[config.mk]
export PLATFORM = sky130hd
export DESIGN_NAME = ssd_scan_decoder
export DESIGN_NICKNAME = d
export VERILOG_FILES = /design/src/rtl/ssd_pkg.sv /design/src/rtl/ssd_glyph_decode.sv /design/src/rtl/ssd_scan_decoder.sv
export SDC_FILE = /design/constraint.sdc
export NUM_CORES = 1
export LEC_CHECK = 0
export ABC_CLOCK_PERIOD_IN_PS = 4940
export BUFFER_PORTS_ARGS = -buffer_cell sky130_fd_sc_hd__buf_4
export CORE_AREA = 2 2 123 125
export CTS_CLUSTER_DIAMETER = 60
export DETAILED_ROUTE_END_ITERATION = 12
export DIE_AREA = 0 0 125 127
export PLACE_DENSITY = 0.79
export SETUP_SLACK_MARGIN = 0.4
export SLEW_MARGIN = 20
export SYNTH_ARGS = -nofsm -noshare
export SYNTH_HDL_FRONTEND = slang
export SYNTH_SLANG_ARGS = --single-unit
[constraint.sdc]
create_clock -name clk -period 4.94 [get_ports clk]
set_input_delay 0.741 -clock clk [delete_from_list [all_inputs] [get_ports clk]]
set_output_delay 0.741 -clock clk [all_outputs]
set_load 0.05 [all_outputs]
[src/rtl/ssd_pkg.sv]
// ssd_pkg: seven-segment constants shared between the scan decoder and the
// display driver. Glyphs are active-low, bit order {g,f,e,d,c,b,a}.
// Contents: digit/sign/op glyphs, digit slot indices, op codes, scan FSM
// state type and small decode helpers (anode index, sign, op).
package ssd_pkg;

    localparam logic [6:0] GLYPH_0     = 7'b1000000;
    localparam logic [6:0] GLYPH_1     = 7'b1111001;
    localparam logic [6:0] GLYPH_2     = 7'b0100100;
    localparam logic [6:0] GLYPH_3     = 7'b0110000;
    localparam logic [6:0] GLYPH_4     = 7'b0011001;
    localparam logic [6:0] GLYPH_5     = 7'b0010010;
    localparam logic [6:0] GLYPH_6     = 7'b0000010;
    localparam logic [6:0] GLYPH_7     = 7'b1111000;
    localparam logic [6:0] GLYPH_8     = 7'b0000000;
    localparam logic [6:0] GLYPH_9     = 7'b0010000;

    localparam logic [6:0] GLYPH_NEG   = 7'b0100101;
    localparam logic [6:0] GLYPH_POS   = 7'b0101110;
    localparam logic [6:0] GLYPH_BLANK = 7'b1111111;

    localparam logic [6:0] GLYPH_OP_00 = 7'b0100000;
    localparam logic [6:0] GLYPH_OP_01 = 7'b0100100;
    localparam logic [6:0] GLYPH_OP_10 = 7'b0011001;
    localparam logic [6:0] GLYPH_OP_11 = 7'b1111000;

    localparam logic [1:0] OP_CODE_00  = 2'b00;
    localparam logic [1:0] OP_CODE_01  = 2'b01;
    localparam logic [1:0] OP_CODE_10  = 2'b10;
    localparam logic [1:0] OP_CODE_11  = 2'b11;

    localparam logic [2:0] DIG_X_MAG    = 3'd0;
    localparam logic [2:0] DIG_X_SIGN   = 3'd1;
    localparam logic [2:0] DIG_Y_MAG    = 3'd2;
    localparam logic [2:0] DIG_Y_SIGN   = 3'd3;
    localparam logic [2:0] DIG_RES_ONES = 3'd4;
    localparam logic [2:0] DIG_RES_TENS = 3'd5;
    localparam logic [2:0] DIG_RES_SIGN = 3'd6;
    localparam logic [2:0] DIG_OP       = 3'd7;

    typedef enum logic {
        ST_SETTLE = 1'b0,
        ST_HOLD   = 1'b1
    } scan_state_e;

    typedef enum logic [1:0] {
        SIGN_POS   = 2'd0,
        SIGN_NEG   = 2'd1,
        SIGN_BLANK = 2'd2,
        SIGN_BAD   = 2'd3
    } sign_e;

    // Returns {one_hot, index} for an active-low anode bus.
    function automatic logic [3:0] an_decode(input logic [7:0] an_n);
        case (an_n)
            8'b11111110: an_decode = {1'b1, 3'd0};
            8'b11111101: an_decode = {1'b1, 3'd1};
            8'b11111011: an_decode = {1'b1, 3'd2};
            8'b11110111: an_decode = {1'b1, 3'd3};
            8'b11101111: an_decode = {1'b1, 3'd4};
            8'b11011111: an_decode = {1'b1, 3'd5};
            8'b10111111: an_decode = {1'b1, 3'd6};
            8'b01111111: an_decode = {1'b1, 3'd7};
            default:     an_decode = {1'b0, 3'd0};
        endcase
    endfunction

    function automatic sign_e sign_decode(input logic [6:0] glyph);
        case (glyph)
            GLYPH_POS:   sign_decode = SIGN_POS;
            GLYPH_NEG:   sign_decode = SIGN_NEG;
            GLYPH_BLANK: sign_decode = SIGN_BLANK;
            default:     sign_decode = SIGN_BAD;
        endcase
    endfunction

    // Returns {valid, op_code}.
    function automatic logic [2:0] op_decode(input logic [6:0] glyph);
        case (glyph)
            GLYPH_OP_00: op_decode = {1'b1, OP_CODE_00};
            GLYPH_OP_01: op_decode = {1'b1, OP_CODE_01};
            GLYPH_OP_10: op_decode = {1'b1, OP_CODE_10};
            GLYPH_OP_11: op_decode = {1'b1, OP_CODE_11};
            default:     op_decode = {1'b0, OP_CODE_00};
        endcase
    endfunction

endpackage

[src/rtl/ssd_glyph_decode.sv]
// ssd_glyph_decode: combinational decimal-digit glyph decoder.
// Ports: glyph (7-bit active-low segments) -> value (0..9), valid (1 when
// glyph is one of the ten digit shapes; value is 0 otherwise).
module ssd_glyph_decode
    import ssd_pkg::*;
(
    input  logic [6:0] glyph,
    output logic [3:0] value,
    output logic       valid
);

    // Glyph lookup; anything outside the digit set is flagged invalid.
    always_comb begin
        value = 4'd0;
        valid = 1'b1;
        case (glyph)
            GLYPH_0: value = 4'd0;
            GLYPH_1: value = 4'd1;
            GLYPH_2: value = 4'd2;
            GLYPH_3: value = 4'd3;
            GLYPH_4: value = 4'd4;
            GLYPH_5: value = 4'd5;
            GLYPH_6: value = 4'd6;
            GLYPH_7: value = 4'd7;
            GLYPH_8: value = 4'd8;
            GLYPH_9: value = 4'd9;
            default: begin
                value = 4'd0;
                valid = 1'b0;
            end
        endcase
    end

endmodule

[src/rtl/ssd_scan_decoder.sv]
// ssd_scan_decoder: observes a multiplexed 8-digit seven-segment display
// (AN/sseg, active-low) and reconstructs the operands, result and op shown.
// Ports: clk, rst (sync, active-high); sseg[6:0], AN[7:0] observed buses;
// x_mag/y_mag/x_neg/y_neg, result/res_neg/res_blank, op: decoded frame;
// frame_valid: one-cycle pulse on update; seg_err: illegal glyph in frame;
// an_err: one-cycle pulse when a settled AN is not one-hot; stale: no capture
// for STALE_CYC cycles.
module ssd_scan_decoder
    import ssd_pkg::*;
#(
    parameter int SETTLE    = 4,
    parameter int STALE_CYC = 1_000_000
) (
    input  logic       clk,
    input  logic       rst,
    input  logic [6:0] sseg,
    input  logic [7:0] AN,
    output logic [3:0] x_mag,
    output logic [3:0] y_mag,
    output logic       x_neg,
    output logic       y_neg,
    output logic [7:0] result,
    output logic       res_neg,
    output logic       res_blank,
    output logic [1:0] op,
    output logic       frame_valid,
    output logic       seg_err,
    output logic       an_err,
    output logic       stale
);

    localparam logic [7:0]  SETTLE_MAX = SETTLE[7:0];
    localparam logic [23:0] STALE_MAX  = STALE_CYC[23:0];

    logic [7:0]      an_s1_r, an_s2_r, an_prev_r;
    logic [6:0]      sseg_s1_r, sseg_s2_r, sseg_prev_r;
    scan_state_e     state_r, state_nxt_s;
    logic [7:0]      settle_cnt_r, settle_cnt_nxt_s;
    logic [7:0][6:0] slot_r, slot_nxt_s;
    logic [7:0]      mask_r, mask_nxt_s;
    logic [23:0]     stale_cnt_r, stale_cnt_nxt_s;
    logic            changed_s, capture_s, an_bad_s, frame_done_s;
    logic [3:0]      an_dec_s;

    logic [3:0] x_val_s, y_val_s, ones_val_s, tens_val_s;
    logic       x_ok_s, y_ok_s, ones_ok_s, tens_ok_s;
    sign_e      x_sign_s, y_sign_s, r_sign_s;
    logic [2:0] op_dec_s;
    logic [7:0] result_calc_s;
    logic       frame_ok_s;

    logic [3:0] x_mag_r, y_mag_r;
    logic       x_neg_r, y_neg_r, res_neg_r, res_blank_r;
    logic [7:0] result_r;
    logic [1:0] op_r;
    logic       frame_valid_r, seg_err_r, an_err_r, stale_r;

    assign changed_s = (an_s2_r != an_prev_r) || (sseg_s2_r != sseg_prev_r);
    assign an_dec_s  = an_decode(an_s2_r);

    // Input synchroniser plus the one-cycle-old copy used for change detection.
    always_ff @(posedge clk) begin
        if (rst) begin
            an_s1_r     <= 8'hFF;
            an_s2_r     <= 8'hFF;
            an_prev_r   <= 8'hFF;
            sseg_s1_r   <= GLYPH_BLANK;
            sseg_s2_r   <= GLYPH_BLANK;
            sseg_prev_r <= GLYPH_BLANK;
        end else begin
            an_s1_r     <= AN;
            an_s2_r     <= an_s1_r;
            an_prev_r   <= an_s2_r;
            sseg_s1_r   <= sseg;
            sseg_s2_r   <= sseg_s1_r;
            sseg_prev_r <= sseg_s2_r;
        end
    end

    // Settle/hold FSM: one capture decision per stable dwell.
    always_comb begin
        state_nxt_s      = state_r;
        settle_cnt_nxt_s = settle_cnt_r;
        capture_s        = 1'b0;
        an_bad_s         = 1'b0;
        case (state_r)
            ST_SETTLE: begin
                if (changed_s) begin
                    settle_cnt_nxt_s = 8'd0;
                end else if ((settle_cnt_r + 8'd1) >= SETTLE_MAX) begin
                    settle_cnt_nxt_s = 8'd0;
                    state_nxt_s      = ST_HOLD;
                    if (an_dec_s[3]) begin
                        capture_s = 1'b1;
                    end else begin
                        an_bad_s = 1'b1;
                    end
                end else begin
                    settle_cnt_nxt_s = settle_cnt_r + 8'd1;
                end
            end
            ST_HOLD: begin
                if (changed_s) begin
                    state_nxt_s      = ST_SETTLE;
                    settle_cnt_nxt_s = 8'd0;
                end else begin
                    state_nxt_s = ST_HOLD;
                end
            end
            default: begin
                state_nxt_s      = ST_SETTLE;
                settle_cnt_nxt_s = 8'd0;
            end
        endcase
    end

    // Slot/mask update; the frame decodes from slot_nxt_s so the final
    // capture is visible to the decoders in the same cycle.
    always_comb begin
        slot_nxt_s = slot_r;
        mask_nxt_s = mask_r;
        if (capture_s) begin
            slot_nxt_s[an_dec_s[2:0]] = sseg_s2_r;
            mask_nxt_s[an_dec_s[2:0]] = 1'b1;
        end else begin
            mask_nxt_s = mask_r;
        end
    end

    assign frame_done_s = capture_s && (mask_nxt_s == 8'hFF);

    // Stale counter: cleared by any capture, saturates at STALE_MAX.
    always_comb begin
        stale_cnt_nxt_s = stale_cnt_r;
        if (capture_s) begin
            stale_cnt_nxt_s = 24'd0;
        end else if (stale_cnt_r != STALE_MAX) begin
            stale_cnt_nxt_s = stale_cnt_r + 24'd1;
        end else begin
            stale_cnt_nxt_s = stale_cnt_r;
        end
    end

    ssd_glyph_decode u_dec_x    (.glyph(slot_nxt_s[DIG_X_MAG]),    .value(x_val_s),    .valid(x_ok_s));
    ssd_glyph_decode u_dec_y    (.glyph(slot_nxt_s[DIG_Y_MAG]),    .value(y_val_s),    .valid(y_ok_s));
    ssd_glyph_decode u_dec_ones (.glyph(slot_nxt_s[DIG_RES_ONES]), .value(ones_val_s), .valid(ones_ok_s));
    ssd_glyph_decode u_dec_tens (.glyph(slot_nxt_s[DIG_RES_TENS]), .value(tens_val_s), .valid(tens_ok_s));

    assign x_sign_s      = sign_decode(slot_nxt_s[DIG_X_SIGN]);
    assign y_sign_s      = sign_decode(slot_nxt_s[DIG_Y_SIGN]);
    assign r_sign_s      = sign_decode(slot_nxt_s[DIG_RES_SIGN]);
    assign op_dec_s      = op_decode(slot_nxt_s[DIG_OP]);
    assign result_calc_s = ({4'd0, tens_val_s} * 8'd10) + {4'd0, ones_val_s};

    // BLANK is only a legal sign on the result digit.
    assign frame_ok_s = x_ok_s && y_ok_s && ones_ok_s && tens_ok_s && op_dec_s[2]
                     && (x_sign_s == SIGN_POS || x_sign_s == SIGN_NEG)
                     && (y_sign_s == SIGN_POS || y_sign_s == SIGN_NEG)
                     && (r_sign_s != SIGN_BAD);

    // Control state, slots, mask and stale counter.
    always_ff @(posedge clk) begin
        if (rst) begin
            state_r      <= ST_SETTLE;
            settle_cnt_r <= 8'd0;
            slot_r       <= {8{GLYPH_BLANK}};
            mask_r       <= 8'h00;
            stale_cnt_r  <= 24'd0;
        end else begin
            state_r      <= state_nxt_s;
            settle_cnt_r <= settle_cnt_nxt_s;
            slot_r       <= slot_nxt_s;
            mask_r       <= frame_done_s ? 8'h00 : mask_nxt_s;
            stale_cnt_r  <= stale_cnt_nxt_s;
        end
    end

    // Registered outputs; an illegal field keeps its previous value.
    always_ff @(posedge clk) begin
        if (rst) begin
            x_mag_r       <= 4'd0;
            y_mag_r       <= 4'd0;
            x_neg_r       <= 1'b0;
            y_neg_r       <= 1'b0;
            result_r      <= 8'd0;
            res_neg_r     <= 1'b0;
            res_blank_r   <= 1'b1;
            op_r          <= OP_CODE_00;
            frame_valid_r <= 1'b0;
            seg_err_r     <= 1'b0;
            an_err_r      <= 1'b0;
            stale_r       <= 1'b0;
        end else begin
            frame_valid_r <= frame_done_s;
            an_err_r      <= an_bad_s;
            stale_r       <= (stale_cnt_nxt_s == STALE_MAX);
            if (frame_done_s) begin
                seg_err_r <= !frame_ok_s;
                if (x_ok_s) x_mag_r <= x_val_s;
                if (y_ok_s) y_mag_r <= y_val_s;
                if (x_sign_s == SIGN_POS || x_sign_s == SIGN_NEG) x_neg_r <= (x_sign_s == SIGN_NEG);
                if (y_sign_s == SIGN_POS || y_sign_s == SIGN_NEG) y_neg_r <= (y_sign_s == SIGN_NEG);
                if (ones_ok_s && tens_ok_s) result_r <= result_calc_s;
                if (r_sign_s != SIGN_BAD) begin
                    res_neg_r   <= (r_sign_s == SIGN_NEG);
                    res_blank_r <= (r_sign_s == SIGN_BLANK);
                end
                if (op_dec_s[2]) op_r <= op_dec_s[1:0];
            end
        end
    end

    assign x_mag       = x_mag_r;
    assign y_mag       = y_mag_r;
    assign x_neg       = x_neg_r;
    assign y_neg       = y_neg_r;
    assign result      = result_r;
    assign res_neg     = res_neg_r;
    assign res_blank   = res_blank_r;
    assign op          = op_r;
    assign frame_valid = frame_valid_r;
    assign seg_err     = seg_err_r;
    assign an_err      = an_err_r;
    assign stale       = stale_r;

endmodule

==> results.cfg <==
[synth]
avgSynthCellArea_um2 = 8.63
synthDistinctLibCells = 73
ys_async_sr_fraction = 0
synth.ff_latch_count = 168
ys_seq_area_frac = 0.380
synth_edf_count = 0
synthMuxAreaShare = 0.0439
yosys-top-cells-area = dfxtp_1 (38%), a211o_1 (4.8%), nor2_1 (4.3%)
yosys.area.top_type = dfxtp_1
synth_common_cells = dfxtp_1 (168), nor2_1 (101), nand2_1 (84), clkbuf_1 (53), or2_2 (51)
synth.most_common_cell = dfxtp_1
synth-compound-area-share = 0.129
synth_warnings = 0
synthCells = 1027
synth_nets = 1056
netlist_area_um2 = 8860
synth_simple_gate_area_frac = 0.324
synth_top_area_share = 0.380
synth-xor-area-share = 0.0602
ys.flop_type = dfxtp_1
synth_top_family_by_area = simple AND/OR/NAND/NOR gates
synth_fa_ha_area_frac = 0.0186

[cells_and_area]
areaGrowthSynthToFinish_pct = 12.7
nets = 1076
fill_cells = 1178
n_antenna_cell = 0
drive_gt1_frac = 0.193

[placed_design]
port-buffer-count = 42
routabilityCongestion = 0.997
hpwlAfterDp_mm = 14.0

[clocking]
cts_root_buf = clkbuf_16
postCtsHoldBufs = 0
path_clk_slew_ps = 70
cts.sinks = 168
cts_made_buffers = 17
insertion_delay_ps = 430
cts_tree = yes
htree_levels = 4
cts.path.max_buffers = 2

[timing]
worst_pin_slew_ps = 750
finalSetupViolCount = 0
rsz0062_at_grt = false
tns_ps = 0
fmax_mhz = 235
min_period_ps = 4260
hold_viol = 0
drv_slew = 0
fin_crit_sh = 0.862
slew_headroom = 0.500
clock_skew_ps = 6.90

[die]
coreArea_um2 = 14400
rows = 44
initial_core_util = 0.614
die_x_um = 125
pin_count = 43
die_h_um = 127
die_area_um2 = 15900

[route]
drcViolationCount = 0
totalWireLength_mm = 20.6
drt_iter0_markers = 635
wl_per_cell_um = 16.6
viasPerCell = 5.98
drt_pass1_iterations = 5
vias = 7435
final_antenna_net_count = 0

[setup_path]
r2r_setup_slack_ps = 680
critPathKind = flip-flop to flip-flop
critPathCapture = result[7]
rr_endpoint = result[7]
path_max_fanout = 14
critPathLaunch = an_s2_r[3]
r2r_cells = 15
crit_required_ps = 5300
setup.worst_path.start_class = flip-flop
timing.rr.start = an_s2_r[3]
cp-end-kind = flip-flop
cp_data_arrival_time_ps = 4620

[global_route]
track_usage = 0.264
grt_pass1_wl_mm = 34.3
grtUsageMet1 = 0.332
busiest_layer = met2
use_met3 = 0.0465
grt_overflow = 0
antenna_found_initial = 0
grt_pass1_vias = 7079
use_met2 = 0.442
grt_max_degree = 94

[worst_hold_path]
hold_path_class = flip-flop to flip-flop

[status]
status = finished, final reports clean

[power]
pwr_density_cell_nw_per_um2 = 289
irDropWorstVdd_mv = 0.260
totalPowerFinal_mw = 2.88
p_leak_nw = 3.86

[job]
cap_violations = 0
[timing repair]
action,CTS,global route
cloned,0,0
setup buffers,0,5
hold endpoints to repair,0,0
resized for setup,2,25
pin swaps,0,6
endpoints found under the setup margin,1,3
[routing by layer]
| layer | share of wire | vias up |
|---|---|---|
| li1 | - | 3671 |
| met2 | 0.47 | 244 |
| met1 | 0.44 | 3459 |
| met4 | 0.037 | 0 |
| met3 | 0.052 | 61 |
| met5 | 0 | - |
[flip-flops by register name (all words and copies together) (netlist names), 2 cells and up]
register	flops
sseg_s2_r	7
sseg_s1_r	7
an_prev_r	8
result	8
an_s2_r	8
stale_cnt_r	24
an_s1_r	8
slot_r	56
x_mag	4
settle_cnt_r	8
op	2
y_mag	4
sseg_prev_r	7
mask_r	8
[critical path, cell delays in order (launching register included)]
cell and delay [ps]:
dfxtp_4 430, nand4_1 190, or4_4 560, nor4_4 220, buf_4 200, buf_4 160
mux2i_2 270, nand2_2 130, ha_1 220, ha_1 220, fa_1 550, o211ai_1 150
nor4b_2 270, nor3_1 70, or4_1 490, o21ai_1 80
[layout by cell type, fill, tap and decap left out, types with 6 or more instances in the layout]
cell type / Yosys / layout
xnor2_1: 21 / 21
inv_1: 22 / 22
nor3_1: 33 / 33
and3_1: 13 / 12
a31oi_1: 6 / 6
a211oi_1: 7 / 6
nand3_1: 40 / 40
buf_4: 3 / 71
a21oi_1: 26 / 26
nand2b_1: 17 / 17
clkbuf_16: 0 / 17
ha_1: 10 / 9
and4_1: 8 / 7
nand4b_1: 8 / 8
nand4_1: 18 / 18
or3_1: 13 / 13
nand2_1: 84 / 83
clkinvlp_4: 0 / 6
a211o_1: 49 / 49
nor2_1: 101 / 101
mux2i_1: 31 / 29
mux2_2: 7 / 7
xor2_1: 33 / 33
nor2b_1: 39 / 39
nand3b_1: 9 / 9
o21ai_1: 6 / 7
nor4_4: 7 / 7
nor4_1: 8 / 8
dfxtp_1: 168 / 160
and2_1: 10 / 10
or4_1: 10 / 9
o21ai_0: 30 / 29
or2_2: 51 / 50
[metrics by stage]
stage / util / worst slack [ps] / instances / instance area, um^2 / hold slack, ps
2_1_floorplan: - / 602 / 1027 / 8860 / 389
3_3_place_gp: 0.643 / 502 / 1207 / 9280 / 391
3_5_place_dp: 0.643 / 372 / 1207 / 9280 / 392
4_1_cts: 0.685 / 417 / 1239 / 9870 / 406
5_1_grt: 0.692 / 368 / 1244 / 9980 / 418
6_report: 0.692 / 681 / 1244 / 9980 / 403
[report_power, final]
group	internal [mW]	total (mW)	switching (mW)
combinational	0.0642	0.157	0.0926
clock	0.754	1.34	0.585
sequential	1.37	1.39	0.0167
[logic make-up after synthesis]
family / after synthesis
AOI/OAI and AO/OA: 159
adders and majority gates: 12
DFF: 168
muxes: 38
buffers and inverters: 93
and+or+nand+nor: 500
xor gates and xnor gates: 57
[worst min path at each step]
stage | from | to | depth (start not counted)
floorplan | an_s1_r[0] | an_s2_r[0] | 1
global placement | an_s1_r[4] | an_s2_r[4] | 1
detailed placement | sseg_s1_r[0] | sseg_s2_r[0] | 1
CTS | an_s1_r[1] | an_s2_r[1] | 1
global route | an_s1_r[2] | an_s2_r[2] | 1
finish | an_s1_r[1] | an_s2_r[1] | 1
[area by class of cell]
type,count,area [um^2],area share
well taps,184,230,0.0231
inverters,23,86.3,0.00865
clock inverters,15,168,0.0168
repair buffers,71,533,0.0534
multi-input cells,766,5150,0.516
clock buffers,17,425,0.0426
flip-flops and latches,168,3380,0.339
Note: power is estimated with default switching activity, not from simulation.
